File: config.mk
export PLATFORM = sky130hd
export DESIGN_NAME = collision_engine
export DESIGN_NICKNAME = d
export VERILOG_FILES = /design/src/rtl/collision_engine.sv
export SDC_FILE = /design/constraint.sdc
export NUM_CORES = 1
export LEC_CHECK = 0
export ABC_AREA = 1
export CORE_MARGIN = 2
export CORE_UTILIZATION = 58
export DETAILED_ROUTE_END_ITERATION = 7
export HOLD_SLACK_MARGIN = 0.02
export PLACE_DENSITY = 0.83
export SYNTH_ARGS = -nofsm -noshare
export SYNTH_HDL_FRONTEND = slang
export SYNTH_SLANG_ARGS = --single-unit
export TNS_END_PERCENT = 1
File: constraint.sdc
create_clock -name Clk -period 3.7 [get_ports Clk]
set_clock_uncertainty 0.05 [all_clocks]
set_input_delay 0.74 -clock Clk [delete_from_list [all_inputs] [get_ports Clk]]
set_output_delay 0.74 -clock Clk [all_outputs]
set_load 0.01 [all_outputs]
File: src/rtl/collision_engine.sv
// collision_engine: per-frame snapshot, one-obstacle-per-cycle scan, then tank/bullet pair resolution; done at frame_start+N_OBS+3.
// frame_start while not IDLE is dropped and sets sticky overrun; define OBSTACLE_DRAW_EN for the registered obstacle_on pixel test.
module collision_engine #(
  parameter int                  N_OBS        = 4,
  parameter logic [N_OBS*10-1:0] OBS_X        = {10'd310, 10'd100, 10'd500, 10'd200},
  parameter logic [N_OBS*10-1:0] OBS_Y        = {10'd100, 10'd300, 10'd240, 10'd400},
  parameter logic [N_OBS*10-1:0] OBS_SX       = {N_OBS{10'd30}},
  parameter logic [N_OBS*10-1:0] OBS_SY       = {N_OBS{10'd30}},
  parameter int                  HIT_COOLDOWN = 3,
  parameter int                  CNT_W        = 4
) (
  input  logic             Clk,
  input  logic             Reset,
  input  logic             frame_start,
  input  logic [9:0]       BallX,    BallY,    BallSx,    BallSy,
  input  logic [9:0]       Ball2X,   Ball2Y,   Ball2Sx,   Ball2Sy,
  input  logic [9:0]       BulletX,  BulletY,  BulletSx,  BulletSy,
  input  logic [9:0]       Bullet2X, Bullet2Y, Bullet2Sx, Bullet2Sy,
  input  logic             field1On,
  input  logic             field2On,
  input  logic [9:0]       DrawX,
  input  logic [9:0]       DrawY,
  output logic             obstacle_on,
  output logic [2:0]       bounce_on,
  output logic [2:0]       bounce2_on,
  output logic [2:0]       disappear,
  output logic [2:0]       disappear2,
  output logic [2:0]       tank_bullet,
  output logic [2:0]       tank_bullet2,
  output logic [CNT_W-1:0] hits1,
  output logic [CNT_W-1:0] hits2,
  output logic             busy,
  output logic             done,
  output logic             overrun
);

  localparam int IW  = (N_OBS > 1) ? $clog2(N_OBS) : 1;
  localparam int CDW = (HIT_COOLDOWN > 0) ? $clog2(HIT_COOLDOWN + 1) : 1;
  localparam logic [2:0] NONE = 3'b100;
  localparam logic [2:0] HIT  = 3'b000;

  typedef enum logic [2:0] {IDLE, SNAP, SCAN, PAIR, DONE} state_t;

  // Geometry is carried packed as {x, y, sx, sy}; far edges are formed at 11 bits.
  function automatic logic ovl(input logic [39:0] a, input logic [39:0] b);
    logic [10:0] ax, ay, ax2, ay2, bx, by, bx2, by2;
    ax  = {1'b0, a[39:30]};  ay  = {1'b0, a[29:20]};
    ax2 = ax + {1'b0, a[19:10]};  ay2 = ay + {1'b0, a[9:0]};
    bx  = {1'b0, b[39:30]};  by  = {1'b0, b[29:20]};
    bx2 = bx + {1'b0, b[19:10]};  by2 = by + {1'b0, b[9:0]};
    return (ax <= bx2) && (bx <= ax2) && (ay <= by2) && (by <= ay2);
  endfunction

  function automatic logic [2:0] edge_code(input logic [39:0] a, input logic [39:0] b);
    logic [10:0] ax, ay, ax2, ay2, bx, by, bx2, by2;
    logic        xo, yo;
    ax  = {1'b0, a[39:30]};  ay  = {1'b0, a[29:20]};
    ax2 = ax + {1'b0, a[19:10]};  ay2 = ay + {1'b0, a[9:0]};
    bx  = {1'b0, b[39:30]};  by  = {1'b0, b[29:20]};
    bx2 = bx + {1'b0, b[19:10]};  by2 = by + {1'b0, b[9:0]};
    xo  = (ax <= bx2) && (bx <= ax2);
    yo  = (ay <= by2) && (by <= ay2);
    if (ax2 == bx && yo)      return 3'b000;
    else if (ax == bx2 && yo) return 3'b001;
    else if (ay2 == by && xo) return 3'b010;
    else if (ay == by2 && xo) return 3'b011;
    else                      return NONE;
  endfunction

  function automatic logic [39:0] obs_geo(input logic [IW-1:0] i);
    return {OBS_X[int'(i)*10 +: 10], OBS_Y[int'(i)*10 +: 10],
            OBS_SX[int'(i)*10 +: 10], OBS_SY[int'(i)*10 +: 10]};
  endfunction

  state_t            state_q, state_d;
  logic [IW-1:0]     idx_q, idx_d;
  logic [39:0]       t1_q, t1_d, t2_q, t2_d, b1_q, b1_d, b2_q, b2_d;
  logic              sh1_q, sh1_d, sh2_q, sh2_d;
  logic [2:0]        sb1_q, sb1_d, sb2_q, sb2_d, sd1_q, sd1_d, sd2_q, sd2_d;
  logic [2:0]        stb1_q, stb1_d, stb2_q, stb2_d;
  logic [2:0]        ob1_q, ob1_d, ob2_q, ob2_d, od1_q, od1_d, od2_q, od2_d;
  logic [2:0]        otb1_q, otb1_d, otb2_q, otb2_d;
  logic [CNT_W-1:0]  hits1_q, hits1_d, hits2_q, hits2_d;
  logic [CDW-1:0]    cd1_q, cd1_d, cd2_q, cd2_d;
  logic              done_q, done_d, ovr_q, ovr_d;
  logic [39:0]       obs_cur;

  assign obs_cur = obs_geo(idx_q);

  always_comb begin
    state_d = state_q;  idx_d = idx_q;
    t1_d = t1_q;  t2_d = t2_q;  b1_d = b1_q;  b2_d = b2_q;
    sh1_d = sh1_q;  sh2_d = sh2_q;
    sb1_d = sb1_q;  sb2_d = sb2_q;  sd1_d = sd1_q;  sd2_d = sd2_q;
    stb1_d = stb1_q;  stb2_d = stb2_q;
    ob1_d = ob1_q;  ob2_d = ob2_q;  od1_d = od1_q;  od2_d = od2_q;
    otb1_d = otb1_q;  otb2_d = otb2_q;
    hits1_d = hits1_q;  hits2_d = hits2_q;  cd1_d = cd1_q;  cd2_d = cd2_q;
    done_d = 1'b0;
    ovr_d  = ovr_q | (frame_start && state_q != IDLE);
    case (state_q)
      IDLE: if (frame_start) state_d = SNAP;
      SNAP: begin
        t1_d = {BallX, BallY, BallSx, BallSy};
        t2_d = {Ball2X, Ball2Y, Ball2Sx, Ball2Sy};
        b1_d = {BulletX, BulletY, BulletSx, BulletSy};
        b2_d = {Bullet2X, Bullet2Y, Bullet2Sx, Bullet2Sy};
        sh1_d = field1On;  sh2_d = field2On;
        sb1_d = NONE;  sb2_d = NONE;  sd1_d = NONE;  sd2_d = NONE;
        stb1_d = NONE;  stb2_d = NONE;
        idx_d = '0;
        state_d = SCAN;
      end
      SCAN: begin
        // Scratch codes only move off NONE once, so the earliest match sticks.
        if (sb1_q == NONE) sb1_d = edge_code(t1_q, obs_cur);
        if (sb2_q == NONE) sb2_d = edge_code(t2_q, obs_cur);
        if (sd1_q == NONE && ovl(b1_q, obs_cur)) sd1_d = HIT;
        if (sd2_q == NONE && ovl(b2_q, obs_cur)) sd2_d = HIT;
        if (idx_q == IW'(N_OBS - 1)) state_d = PAIR;
        else                         idx_d = idx_q + IW'(1);
      end
      PAIR: begin
        if (sb1_q == NONE) sb1_d = edge_code(t1_q, t2_q);
        if (sb2_q == NONE) sb2_d = edge_code(t2_q, t1_q);
        stb1_d = (ovl(b1_q, t2_q) && !sh2_q) ? HIT : NONE;
        stb2_d = (ovl(b2_q, t1_q) && !sh1_q) ? HIT : NONE;
        state_d = DONE;
      end
      DONE: begin
        ob1_d = sb1_q;  ob2_d = sb2_q;  od1_d = sd1_q;  od2_d = sd2_q;
        otb1_d = stb1_q;  otb2_d = stb2_q;
        done_d = 1'b1;
        // Tank 1 is the victim of bullet 2, tank 2 of bullet 1.
        if (stb2_q == HIT && cd1_q == '0) begin
          if (hits1_q != '1) hits1_d = hits1_q + CNT_W'(1);
          cd1_d = CDW'(HIT_COOLDOWN);
        end else if (cd1_q != '0) cd1_d = cd1_q - CDW'(1);
        if (stb1_q == HIT && cd2_q == '0) begin
          if (hits2_q != '1) hits2_d = hits2_q + CNT_W'(1);
          cd2_d = CDW'(HIT_COOLDOWN);
        end else if (cd2_q != '0) cd2_d = cd2_q - CDW'(1);
        state_d = IDLE;
      end
      default: state_d = IDLE;
    endcase
  end

  always_ff @(posedge Clk or negedge Reset) begin
    if (!Reset) begin
      state_q <= IDLE;  idx_q <= '0;
      t1_q <= '0;  t2_q <= '0;  b1_q <= '0;  b2_q <= '0;
      sh1_q <= 1'b0;  sh2_q <= 1'b0;
      sb1_q <= NONE;  sb2_q <= NONE;  sd1_q <= NONE;  sd2_q <= NONE;
      stb1_q <= NONE;  stb2_q <= NONE;
      ob1_q <= NONE;  ob2_q <= NONE;  od1_q <= NONE;  od2_q <= NONE;
      otb1_q <= NONE;  otb2_q <= NONE;
      hits1_q <= '0;  hits2_q <= '0;  cd1_q <= '0;  cd2_q <= '0;
      done_q <= 1'b0;  ovr_q <= 1'b0;
    end else begin
      state_q <= state_d;  idx_q <= idx_d;
      t1_q <= t1_d;  t2_q <= t2_d;  b1_q <= b1_d;  b2_q <= b2_d;
      sh1_q <= sh1_d;  sh2_q <= sh2_d;
      sb1_q <= sb1_d;  sb2_q <= sb2_d;  sd1_q <= sd1_d;  sd2_q <= sd2_d;
      stb1_q <= stb1_d;  stb2_q <= stb2_d;
      ob1_q <= ob1_d;  ob2_q <= ob2_d;  od1_q <= od1_d;  od2_q <= od2_d;
      otb1_q <= otb1_d;  otb2_q <= otb2_d;
      hits1_q <= hits1_d;  hits2_q <= hits2_d;  cd1_q <= cd1_d;  cd2_q <= cd2_d;
      done_q <= done_d;  ovr_q <= ovr_d;
    end
  end

  assign bounce_on    = ob1_q;
  assign bounce2_on   = ob2_q;
  assign disappear    = od1_q;
  assign disappear2   = od2_q;
  assign tank_bullet  = otb1_q;
  assign tank_bullet2 = otb2_q;
  assign hits1        = hits1_q;
  assign hits2        = hits2_q;
  assign done         = done_q;
  assign overrun      = ovr_q;
  assign busy         = (state_q == SNAP) || (state_q == SCAN) || (state_q == PAIR);

`ifdef OBSTACLE_DRAW_EN
  logic obs_on_q, obs_on_d;

  always_comb begin
    obs_on_d = 1'b0;
    for (int i = 0; i < N_OBS; i++) begin
      if (ovl({DrawX, DrawY, 20'd0}, obs_geo(IW'(i)))) obs_on_d = 1'b1;
    end
  end

  always_ff @(posedge Clk or negedge Reset) begin
    if (!Reset) obs_on_q <= 1'b0;
    else        obs_on_q <= obs_on_d;
  end

  assign obstacle_on = obs_on_q;
`else
  logic draw_unused;
  assign draw_unused = ^{DrawX, DrawY};
  assign obstacle_on = 1'b0;
`endif

endmodule

==> qor.csv <==
stage,metric,value,unit
layout,nets,2788,
detailed_routing,initialDrtViolationCount,1006,
floorplanning,row_count,63,
logic_synthesis,synth_area_per_cell,8.50,um2
layout,layout-drive-gt1-share,12.9,%
critical_path,slowest_delay,0.41,ns
logic_synthesis,synth-seq-cells,201,
clocking,cts_inserted_buffers,23,
floorplanning,initial_standard_cell_utilization_of_the_core,58.9,%
grt,gr-usage-all-layers,30.5,%
sta,final.period_utilization,94.6,%
status,run_status,finished clean,
hold_path,min_path_type,in2async,
detailed_routing,wirelength,47900,um
grt,grt_pass1_wl,76800,um
sta,worst_hold_slack,0.109,ns
placed_design,dp_hpwl,38000,um
floorplanning,chipWidth,177,um
layout,insertedDiodeCount,0,
sta,worst_slew_pin_slew,0.779,ns
sta,finalMaxSlewViolations,0,
critical_path,arrival,3.91,ns
detailed_routing,dr_total_vias,15700,
sta,hold_viol,0,
floorplanning,ioPinCount,215,
critical_path,worstSetupStartpoint,t2_q[0],
detailed_routing,detail_route.drc_violations,0,
logic_synthesis,synth.yosys.seq_area_share,28.9,%
placed_design,portBuffers,185,
critical_path,rr_endpoint,sb2_q[2],
grt,grt_max_degree,72,
critical_path,r2r_slack,0.20,ns
grt,first_global_vias,15700,
run,cap_viol_max_count,0,
critical_path,crit_path_top_delay_cell,dfrtp_1,
critical_path,setup.worst_path.end_class,flip-flop,
clocking,clock_input_transition_at_the_sequential_cells_of_the_worst_setup_and_hold_paths,0.06,ns
grt,grt_antenna_before_repair,0,
sta,finalSetupViolCount,0,
critical_path,worstPathMaxFanout,4,
floorplanning,design.die.area,31500,um2
sta,timing.fmax,0.286,GHz
floorplanning,floorplan.core_area,29600,um2
clocking,cts.path.max_buffers,3,
critical_path,critical_path_class,reg2reg,
logic_synthesis,postSynthCellCount,2053,
critical_path,r2r_start,t2_q[0],
layout,final-seq-area,5050,um2
placed_design,place.gp.congestion,0.946,
logic_synthesis,yosys_warnings,0,
critical_path,reg2regPathDepth,21,
detailed_routing,detailed_router_iteration_count_before_antenna_repair,5,
clocking,cts_num_sinks,201,
grt,grt.overflow.total,0,
critical_path,worstPathCellList,"ha_4, inv_1, fa_1, inv_1, a21oi_2, o211ai_1, xor2_2, ha_1, a21o_1, a21oi_1, o21ai_0, nand3b_1, nand2_1, inv_1, nand3_1, nand2_1, nor2_2, nand2_1, nand3_1, nand2_1, inv_1",
layout,multi_input_comb_area,11700,um2
clocking,cts-htree-levels,1,
detailed_routing,final_antenna_net_count,0,
critical_path,timing.critical_path.from_type,flip-flop,
clocking,insertion_delay,0.53,ns
floorplanning,chipHeight,177,um
critical_path,worstPathBufferInverterCount,4,
sta,slew-limit-headroom,47.4,%
layout,fill_cells,2298,
logic_synthesis,post_synth_num_cell_types,54,
layout,area_growth_syn_to_layout,19.8,%
logic_synthesis,syn-cell-area,17500,um2
clocking,cts_tree,built,
detailed_routing,via_per_inst,5.84,
critical_path,timing.critical_path.max_delay_family,adder cells,
clocking,clock-root-buffer,clkbuf_16,
detailed_routing,post_drt_wl_per_cell,17.8,um
critical_path,critical_path_required,4.12,ns
sta,final.min_clock_period,3.50,ns
-- cell usage in the layout (no fill, tap or decap), types with 8 or more instances in the layout --
| cell type | count |
|---|---|
| nand2_4 | 8 |
| nand2_2 | 18 |
| o211ai_1 | 15 |
| ha_1 | 312 |
| fa_1 | 8 |
| inv_1 | 189 |
| dfstp_2 | 12 |
| a21oi_1 | 185 |
| o21ai_0 | 71 |
| xnor2_1 | 24 |
| nor3_1 | 26 |
| clkdlybuf4s50_1 | 184 |
| buf_4 | 34 |
| nand2_1 | 359 |
| a211oi_1 | 10 |
| a31oi_1 | 14 |
| nand3_1 | 99 |
| nand4_1 | 47 |
| xor2_1 | 32 |
| nor2_1 | 158 |
| dfrtp_1 | 186 |
| conb_1 | 13 |
| mux2_2 | 132 |
| clkbuf_16 | 23 |
| a21oi_2 | 8 |
| nand3_2 | 9 |
-- cell type report --
type	instances	area share, %
tap	390	2.33
multi-input combinational	1635	55.8
timing repair buffer	223	10.5
inverter	196	3.52
clock buffer	32	3.11
clock inverter	10	0.646
sequential	201	24.2
-- cells in the mapped netlist, drive strengths merged --
library cell	n	area, um2
a211oi	10	75.1
a21boi	5	37.5
a21o	7	52.6
a21oi	193	985
a221o	1	10.0
a221oi	1	8.76
a31oi	14	87.6
a32oi	1	8.76
and2	2	12.5
and3	4	25.0
buf	19	114
clkbuf	13	48.8
clkinv	3	11.3
conb	2	7.51
dfrtp	189	4730
dfstp	12	315
fa	8	160
ha	315	3940
inv	193	724
mux2	132	1490
nand2	385	1540
nand3	109	603
nand3b	5	37.5
nand4	47	294
nor2	166	656
nor3	28	163
nor3b	1	7.51
nor4	8	50.1
o2111ai	3	26.3
o211a	2	20.0
o211ai	15	113
o21a	2	15.0
o21ai	74	370
o21bai	5	37.5
o221a	1	11.3
o221ai	4	35.0
o31ai	3	22.5
o41ai	2	17.5
or2	6	37.5
xnor2	27	236
xor2	36	315
-- metal layers --
| metal | vias up | part of all wire, % | wire length, um | track usage [%] |
|---|---|---|---|---|
| li1 | 7573 | - | - | - |
| met2 | 551 | 49 | 23400 | 54.5 |
| met4 | 0 | 4.0 | 1930 | 11.9 |
| met3 | 149 | 5.4 | 2600 | 3.60 |
| met5 | - | 0 | 0 | 0 |
| met1 | 7419 | 42 | 19900 | 37.4 |
-- flip-flops by register name, summed over array words and instances, names as in the netlist, 2 cells and up --
signal / flops
t1_q: 40
hits1: 4
cd1_q: 2
sb1_q: 3
b1_q: 40
state_q: 3
cd2_q: 2
bounce_on: 3
bounce2_on: 3
hits2: 4
t2_q: 40
b2_q: 40
sb2_q: 3
idx_q: 2
-- how the worst max path moves through the flow --
stage | end | slack, ns | depth (start not counted)
finish | sb2_q[2] | 0.20 | 21
global route | sb2_q[2] | -0.02 | 21
CTS | sb2_q[1] | 0.09 | 22
detailed placement | sb2_q[1] | 0.12 | 22
global placement | sb2_q[1] | 0.22 | 22
floorplan | sb1_q[1] | 0.55 | 16
-- per-stage QoR --
| step | instance area (um2) | util (%) | worst slack, ns | std cells | setup TNS, ns |
|---|---|---|---|---|---|
| final | 20900 | 70.5 | 0.201 | 2687 | 0 |
| after floorplan | 17500 | - | 0.555 | 2064 | 0 |
| after global routing | 20900 | 70.5 | -0.0211 | 2687 | -0.0337 |
| after global placement | 20000 | 67.5 | 0.216 | 2643 | 0 |
| after detailed placement | 20000 | 67.5 | 0.122 | 2643 | 0 |
| after CTS | 20800 | 70.1 | 0.0870 | 2685 | 0 |
-- cells by family (layout without fill, tap and decap cells) --
| logic type | count (synthesis) | after routing | synth area share [%] |
|---|---|---|---|
| fa+ha+maj | 323 | 323 | 23.5 |
| other cells | 2 | 13 | 0.0430 |
| buf+inv | 228 | 461 | 5.15 |
| compound gates | 343 | 343 | 11.1 |
| xor+xnor | 63 | 63 | 3.16 |
| simple gates | 761 | 761 | 19.6 |
| flops | 201 | 201 | 28.9 |
| mux | 132 | 132 | 8.52 |
-- repair_timing --
| action | in CTS | in global routing |
|---|---|---|
| resized for setup | 0 | 20 |
| endpoints found under the setup margin | 0 | 6 |
| setup buffers | 0 | 2 |
| hold buffers | 0 | 0 |
Power is left out: the tool's default activity adds up to more than one toggle a clock period on the data nets, which glitch-free logic cannot reach.
